## config.mk

```make
export PLATFORM = sky130hd
export DESIGN_NAME = face_detect_haar_acc
export DESIGN_NICKNAME = d
export VERILOG_FILES = /design/src/rtl/face_detect_haar_acc_pkg.sv /design/src/rtl/face_detect_haar_tag_dly.sv /design/src/rtl/face_detect_haar_acc.sv
export SDC_FILE = /design/constraint.sdc
export NUM_CORES = 1
export LEC_CHECK = 0
export BUFFER_PORTS_ARGS = -buffer_cell sky130_fd_sc_hd__clkbuf_2
export CORE_UTILIZATION = 40
export CTS_CLUSTER_DIAMETER = 80
export DETAILED_ROUTE_END_ITERATION = 10
export GPL_ROUTABILITY_DRIVEN = 0
export PLACE_DENSITY = 0.59
export SLEW_MARGIN = 20
export SYNTH_ARGS = -nofsm -noshare
export SYNTH_HDL_FRONTEND = slang
export SYNTH_HIERARCHICAL = 1
export SYNTH_SLANG_ARGS = --single-unit
```

## constraint.sdc

```tcl
create_clock -name clk -period 13 [get_ports clk]
set_clock_uncertainty 0.1 [all_clocks]
set_input_delay 1.95 -clock clk [delete_from_list [all_inputs] [get_ports clk]]
set_output_delay 1.95 -clock clk [all_outputs]
set_load 0.02 [all_outputs]
```

## src/rtl/face_detect_haar_acc_pkg.sv

```systemverilog
// Shared types and widths for the Haar feature accumulator.
package face_detect_haar_acc_pkg;

    localparam int PROD_W = 32;
    localparam int LEAF_W = 16;

    typedef enum logic {
        ST_IDLE = 1'b0,
        ST_ACC  = 1'b1
    } state_e;

    // Side-band information travelling alongside each multiplier operand pair.
    typedef struct packed {
        logic                     valid;
        logic                     last;
        logic signed [PROD_W-1:0] thresh;
        logic signed [LEAF_W-1:0] left;
        logic signed [LEAF_W-1:0] right;
    } tag_t;

    localparam int TAG_W = $bits(tag_t);

endpackage

```

## src/rtl/face_detect_haar_tag_dly.sv

```systemverilog
// Delays the issue tag so that it lines up with the multiplier product.
import face_detect_haar_acc_pkg::*;

module face_detect_haar_tag_dly #(
    parameter int DEPTH = 3
) (
    input  logic clk,
    input  logic reset,
    input  logic ce,
    input  tag_t i_tag,
    output tag_t o_tag
);

    tag_t r_pipe [0:DEPTH-1];

    // Shift the tag one stage per enabled cycle; hold everything when stalled.
    always_ff @(posedge clk or negedge reset) begin
        if (!reset) begin
            for (int i = 0; i < DEPTH; i++) begin
                r_pipe[i] <= tag_t'({TAG_W{1'b0}});
            end
        end else if (ce) begin
            r_pipe[0] <= i_tag;
            for (int i = 1; i < DEPTH; i++) begin
                r_pipe[i] <= r_pipe[i-1];
            end
        end
    end

    assign o_tag = r_pipe[DEPTH-1];

endmodule

```

## src/rtl/face_detect_haar_acc.sv

```systemverilog
// Accumulates weighted rectangle products of one Haar feature and compares
// the sum against the feature threshold to pick a leaf value.
import face_detect_haar_acc_pkg::*;

module face_detect_haar_acc #(
    parameter int MUL_LATENCY = 3,
    parameter int MAX_RECTS   = 3,
    parameter int ACC_WIDTH   = 34
) (
    input  logic                        clk,
    input  logic                        reset,
    input  logic                        ce,
    input  logic                        issue_valid,
    input  logic                        issue_last,
    input  logic signed [PROD_W-1:0]    issue_thresh,
    input  logic signed [LEAF_W-1:0]    issue_left,
    input  logic signed [LEAF_W-1:0]    issue_right,
    input  logic signed [PROD_W-1:0]    prod,
    output logic                        out_valid,
    output logic signed [ACC_WIDTH-1:0] out_sum,
    output logic                        out_pass,
    output logic signed [LEAF_W-1:0]    out_val,
    output logic                        out_err
);

    localparam int CNT_W = $clog2(MAX_RECTS + 1);
    localparam int EXT_W = ACC_WIDTH - PROD_W;

    tag_t                        w_tag_in;
    tag_t                        w_tag;
    state_e                      r_state;
    state_e                      w_state_nxt;
    logic signed [ACC_WIDTH-1:0] r_acc;
    logic signed [ACC_WIDTH-1:0] w_acc_nxt;
    logic        [CNT_W-1:0]     r_cnt;
    logic        [CNT_W-1:0]     w_cnt_nxt;
    logic        [CNT_W-1:0]     w_cnt_inc;
    logic signed [ACC_WIDTH-1:0] w_prod_ext;
    logic signed [ACC_WIDTH-1:0] w_thr_ext;
    logic signed [ACC_WIDTH-1:0] w_base;
    logic signed [ACC_WIDTH-1:0] w_sum;
    logic                        w_emit;
    logic                        w_err;
    logic                        w_pass;

    assign w_tag_in.valid  = issue_valid;
    assign w_tag_in.last   = issue_last;
    assign w_tag_in.thresh = issue_thresh;
    assign w_tag_in.left   = issue_left;
    assign w_tag_in.right  = issue_right;

    face_detect_haar_tag_dly #(
        .DEPTH (MUL_LATENCY)
    ) u_tag_dly (
        .clk   (clk),
        .reset (reset),
        .ce    (ce),
        .i_tag (w_tag_in),
        .o_tag (w_tag)
    );

    // Datapath: sum, rectangle count, emit/truncate decision and next state.
    always_comb begin
        w_prod_ext  = {{EXT_W{prod[PROD_W-1]}}, prod};
        w_thr_ext   = {{EXT_W{w_tag.thresh[PROD_W-1]}}, w_tag.thresh};
        w_base      = {ACC_WIDTH{1'b0}};
        w_cnt_inc   = CNT_W'(1);
        w_state_nxt = r_state;
        w_acc_nxt   = r_acc;
        w_cnt_nxt   = r_cnt;
        w_emit      = 1'b0;
        w_err       = 1'b0;

        // In IDLE the incoming product is the first of a feature.
        if (r_state == ST_ACC) begin
            w_base    = r_acc;
            w_cnt_inc = r_cnt + CNT_W'(1);
        end else begin
            w_base    = {ACC_WIDTH{1'b0}};
            w_cnt_inc = CNT_W'(1);
        end

        w_sum  = w_base + w_prod_ext;
        w_pass = (w_sum >= w_thr_ext);

        if (w_tag.valid) begin
            w_emit = w_tag.last || (w_cnt_inc == CNT_W'(MAX_RECTS));
            w_err  = w_emit && !w_tag.last;
        end else begin
            w_emit = 1'b0;
            w_err  = 1'b0;
        end

        case (r_state)
            ST_IDLE, ST_ACC: begin
                if (w_tag.valid && w_emit) begin
                    w_state_nxt = ST_IDLE;
                    w_acc_nxt   = {ACC_WIDTH{1'b0}};
                    w_cnt_nxt   = CNT_W'(0);
                end else if (w_tag.valid) begin
                    w_state_nxt = ST_ACC;
                    w_acc_nxt   = w_sum;
                    w_cnt_nxt   = w_cnt_inc;
                end else begin
                    w_state_nxt = r_state;
                    w_acc_nxt   = r_acc;
                    w_cnt_nxt   = r_cnt;
                end
            end
            default: begin
                w_state_nxt = ST_IDLE;
                w_acc_nxt   = {ACC_WIDTH{1'b0}};
                w_cnt_nxt   = CNT_W'(0);
            end
        endcase
    end

    // FSM state, running sum and rectangle count advance only when enabled.
    always_ff @(posedge clk or negedge reset) begin
        if (!reset) begin
            r_state <= ST_IDLE;
            r_acc   <= {ACC_WIDTH{1'b0}};
            r_cnt   <= CNT_W'(0);
        end else if (ce) begin
            r_state <= w_state_nxt;
            r_acc   <= w_acc_nxt;
            r_cnt   <= w_cnt_nxt;
        end
    end

    // Result registers capture on emit and hold until the next feature completes.
    always_ff @(posedge clk or negedge reset) begin
        if (!reset) begin
            out_sum  <= {ACC_WIDTH{1'b0}};
            out_pass <= 1'b0;
            out_val  <= {LEAF_W{1'b0}};
            out_err  <= 1'b0;
        end else if (ce && w_emit) begin
            out_sum  <= w_sum;
            out_pass <= w_pass;
            out_val  <= w_pass ? w_tag.right : w_tag.left;
            out_err  <= w_err;
        end
    end

    // The valid pulse is rewritten every edge so it never sticks high during a stall.
    always_ff @(posedge clk or negedge reset) begin
        if (!reset) begin
            out_valid <= 1'b0;
        end else begin
            out_valid <= ce & w_emit;
        end
    end

endmodule

```

# Word level (Yosys, flattened, before mapping)
# Cells that the tools add are included.
dict set report classes {
  addsub 2
  order_cmp 1
  eq_ne 1
  mux 11
  bitwise_logic 1
  n_reduce_logical 7
}
# cell n
set op_table {}
lappend op_table {{2-to-1 mux 34 bit} 3}
lappend op_table {{adder 34 x 32 -> 34 bit} 1}
lappend op_table {{greater-or-equal comparator 34 x 32 -> 1 bit} 1}
lappend op_table {{2-to-1 mux 16 bit} 1}
lappend op_table {{2-to-1 mux 2 bit} 3}
lappend op_table {{2-to-1 mux 1 bit} 4}
lappend op_table {{logical AND 1 bit} 3}
lappend op_table {{adder 2 x 1 -> 2 bit (second input constant)} 1}
lappend op_table {{equality test 2 bit (second input constant)} 1}
lappend op_table {{AND reduction 2 bit} 1}
lappend op_table {{nonzero test 2 bit} 1}
lappend op_table {{AND 1 bit} 1}
lappend op_table {{zero test 1 bit} 1}
lappend op_table {{logical OR 1 bit} 1}
dict set report word_totals {
  register_bits 288
  input_bits 101
  word_cells 46
}

# Depth between registers and ports, before layout
dict set report depth {
  depth_word 8
  mapped_depth 23
}

# By module
# The synthesis kept the hierarchy.
# module n_inst cells_per_inst area_per_inst_um2 seq_area_each_um2
set by_module_without_submodules {}
lappend by_module_without_submodules {face_detect_haar_tag_dly 1 484 8262.9 4954.8}
lappend by_module_without_submodules {face_detect_haar_acc 1 753 6610.1 2252.2}

# Worst setup path after synthesis
# Ideal clock, no wire load.
dict set report synth_timing {
  path_type {input port to flip-flop}
  startpoint {input prod[0]}
  endpoint {register out_val[0]}
  arrival_time_ns 5.755
  slack_ns 7.013
  stages 20
  cell_sequence {ha_1 > fa_1 > a21oi_1 > nand4b_1 > a21oi_2 > o311a_1 > nor2_1 > nor2_1 > xnor2_1 > inv_1 > ha_1 > a21oi_1 > o21ai_0 > o21ba_2 > o21ai_0 > a221oi_2 > mux2i_4 > buf_12 > mux2i_1 > o21ai_1}
}
dict set report synth_via {
  elab_chain_cells 3
}
# element line_no
set synth_lines {}
lappend synth_lines {{from (decl)} face_detect_haar_acc.sv:18} ;# input logic signed [PROD_W-1:0] prod,
lappend synth_lines {{adder 34 x 32 -> 34 bit} face_detect_haar_acc.sv:83} ;# w_sum = w_base + w_prod_ext;
lappend synth_lines {{named net w_sum[22]} face_detect_haar_acc.sv:41} ;# logic signed [ACC_WIDTH-1:0] w_sum;
lappend synth_lines {{greater-or-equal comparator 34 x 32 -> 1 bit} face_detect_haar_acc.sv:84} ;# w_pass = (w_sum >= w_thr_ext);
lappend synth_lines {{2-to-1 mux 16 bit} face_detect_haar_acc.sv:141} ;# out_val <= w_pass ? w_tag.right : w_tag.left;
lappend synth_lines {{to (signal assigned)} face_detect_haar_acc.sv:136} ;# out_val <= {LEAF_W{1'b0}};
lappend synth_lines {{to (signal assigned)} face_detect_haar_acc.sv:141}
lappend synth_lines {{to (decl)} face_detect_haar_acc.sv:22} ;# output logic signed [LEAF_W-1:0] out_val,
# The timed path passes the listed nets, and every way through them passes these cells.
# A chain may end at the register's enable or synchronous reset.

# Final worst setup path
dict set report layout_timing {
  startpoint {input prod[12]}
  endpoint {register out_val[11]}
}
# Same word-level chain as after synthesis.

==> summary.txt <==
Run status
  • Status: finished clean

Synth
  • Post-Syn Area: 0.0149 mm2
  • Synth area leaders: dfrtp_1, mux2_4, mux2_2
  • Register area share after synthesis: 0.485
  • Syn_nets: 1406
  • Avg Cell Area, Syn: 12.0 um2
  • Ys async rst share: 1.00
  • Share of the synthesized area in the top cell type: 0.485
  • Post-synth top cells: dfrtp_1, nand2_1, mux2_2
  • Ys flop type: dfrtp_1
  • #FFs+latches synth: 288
  • Warnings from Yosys: 6
  • Area leader, netlist: dfrtp_1
  • Most frequent cell after synthesis: dfrtp_1
  • Yosys cell types: 66
  • Syn Inst Count: 1237
  • Post-synth EDFFs: 0

Setup path
  • Setup Crit Path Kind: primary input to register
  • Worst R2R Start: r_state
  • Worst-path fanout max: 17
  • CP Data Arrival Time: 6720 ps
  • Reg2Reg Capture Point: out_val[11]
  • Critical Path RT: 13270 ps
  • R2R depth: 19
  • Critical Path Start Type: primary input
  • R2R Setup Slk: 7180 ps
  • Worst setup EP type: register

Layout
  • Area Growth Syn to Fin: 12.2%
  • Layout cells sized above 1: 0.333
  • Reg area: 0.00721 mm2
  • Multi-input logic area: 0.00665 mm2
  • Fin area: 0.0167 mm2
  • Count of filler cells inserted in the layout: 3385
  • Final Core Density: 0.456
  • Final #Nets: 1483

CTS
  • Post-cts hold buffer count: 0
  • Clock Path Buffers: 3
  • CTS tree: done
  • H-tree Lvls: 2
  • Reg clk slew, reported paths: 60 ps
  • Root buf cell: clkbuf_16
  • Sinks on Clock Net: 288
  • Post-CTS Setup Repair Bufs: 0
  • Post-CTS sizing: 0
  • CTS Buf Count: 34
  • Worst-Skew Late Latency: 530 ps

Die
  • Height of the chip: 195 um
  • DIE WIDTH: 195 um
  • Row Count: 70
  • Die area: 0.0380 mm2
  • CORE AREA: 0.0366 mm2
  • Io pins: 154
  • Starting Density: 0.406

Place
  • IO buf count: 153
  • Dpl hpwl: 21700 um
  • Placed cell area: 0.0155 mm2

Job
  • Max_cap viols: 0

Global routing
  • Largest net degree at the start of global routing: 175
  • Initial antenna violation count: 6
  • Vias in the first global route: 9390
  • Global Route Usage Sum: 0.170
  • First-pass GRT wire length: 51600 um
  • Overflow after GRT: 0

Worst hold path
  • Hold depth: 2
  • Hold Crit Start: r_acc[22]
  • HP Class: register to register
  • WHS Endpoint: r_acc[22]

Timing
  • Min Hold Slack: 372 ps
  • Worst-margin pin slew: 1020 ps
  • Max Slew Vio Count: 0
  • Number of setup violations in the final report: 0
  • Hold Vio Cnt, Final: 0
  • Relative slew slack: 0.323
  • Fmax: 155 MHz
  • Setup tns final: 0 ps
  • Period utilization: 0.497
  • Minimum clock period: 6460 ps
  • RSZ-0062 raised after global routing: false

Power and ir drop
  • Internal power: 2.32 mW
  • Leakage dissipation: 8.12 nW
  • Clock power share: 0.274
  • Comb pwr share: 0.386
  • PwrDens: 219 mW/mm2
  • Tot Pwr: 3.65 mW
  • Peak VDD IR: 112 uV
  • Sequential Power Share: 0.340
  • P_sw: 1.33 mW
  • Switching Share: 0.365

Routing
  • Residual DRC: 0
  • DRT Pass-1 Iters: 6
  • Via density: 5.10
  • Final antenna-violating net count: 0
  • Total number of vias: 9225
  • DR iter-0 viols: 454
  • Final wirelength: 31700 um
  • WL/cell: 17.5 um
-- power by group through the flow --
stage | Combinational, mW | Sequential (mW) | Clock (mW)
after floorplan | 1.03 | 1.31 | 0
after global placement | 1.39 | 1.26 | 0
after detailed placement | 1.42 | 1.26 | 0
after CTS | 1.42 | 1.25 | 1.03
after global routing | 1.57 | 1.27 | 1.06
final | 1.41 | 1.24 | 0.999
-- worst max path at each step --
| stage | start | to | slack (ps) | cells after the start |
|---|---|---|---|---|
| finish | prod[12] | out_val[11] | 6540 | 18 |
| global route | prod[12] | out_val[11] | 6100 | 18 |
| CTS | prod[12] | out_val[11] | 6540 | 18 |
| detailed placement | prod[12] | out_val[10] | 5980 | 18 |
| global placement | prod[12] | out_val[9] | 6050 | 18 |
| floorplan | prod[0] | out_val[0] | 7010 | 20 |
-- flip-flops by register name, indices dropped and copies added, names as in the netlist --
| name | cells |
|---|---|
| out_valid | 1 |
| out_val | 16 |
| r_acc | 34 |
| r_cnt | 2 |
| r_state | 1 |
| out_sum | 34 |
| u_tag_dly/o_tag | 66 |
| out_err | 1 |
| u_tag_dly/r_pipe | 132 |
| out_pass | 1 |
-- routing by layer --
metal,wire length [um],vias up,track usage
li1,-,4432,-
met1,15000,4516,0.237
met2,13900,207,0.257
met3,2020,62,0.0463
met4,718,8,0.0513
met5,50,-,0
-- placed cells by master (no fill, tap or decap), drive strengths merged, types with 6 or more instances in the layout --
| master | count |
|---|---|
| nor3 | 10 |
| nand2 | 117 |
| nand3 | 14 |
| mux2i | 19 |
| ha | 67 |
| inv | 53 |
| a21o | 17 |
| a22o | 29 |
| xor2 | 10 |
| mux2 | 207 |
| buf | 10 |
| clkinv | 8 |
| o21ai | 51 |
| and3 | 6 |
| clkbuf | 196 |
| nor2b | 7 |
| nor2 | 36 |
| nand4 | 13 |
| a21oi | 57 |
| dfrtp | 288 |
| xnor2 | 18 |
| and2 | 36 |
-- per-stage QoR --
stage | worst slack [ps] | cells
detailed placement | 5980 | 1746
CTS | 6540 | 1807
floorplan | 7010 | 1237
global placement | 6050 | 1746
finish | 6540 | 1808
global route | 6100 | 1807
-- critical path, stage by stage --
cell	delay, ps
clkbuf_2	90
ha_1	430
a21oi_1	190
o21ai_0	340
a22oi_1	160
and3_1	180
a221oi_2	350
nor2_1	90
xnor2_1	430
ha_1	350
a21oi_1	150
nor2_1	60
a211oi_1	200
o21ai_0	140
a221oi_2	390
mux2i_4	850
mux2i_1	260
o21ai_0	100
-- logic make-up after synthesis --
group	after synthesis	synth area share
AO/OA/AOI/OAI	200	0.0930
XOR/XNOR	28	0.0170
adder cells (fa/ha/maj)	68	0.0577
buffers and inverters	171	0.0693
flip-flops	288	0.485
multiplexers	226	0.196
AND/OR/NAND/NOR	256	0.0824
-- cell type report --
class                      count  area share
multi-input combinational    778       0.399
timing repair buffer         161      0.0514
tap                          468      0.0351
inverter                      51      0.0115
clock buffer                  45      0.0577
clock inverter                16      0.0137
antenna                        1    0.000150
sequential                   288       0.432
No activity file was read; power rests on OpenSTA's default activity.
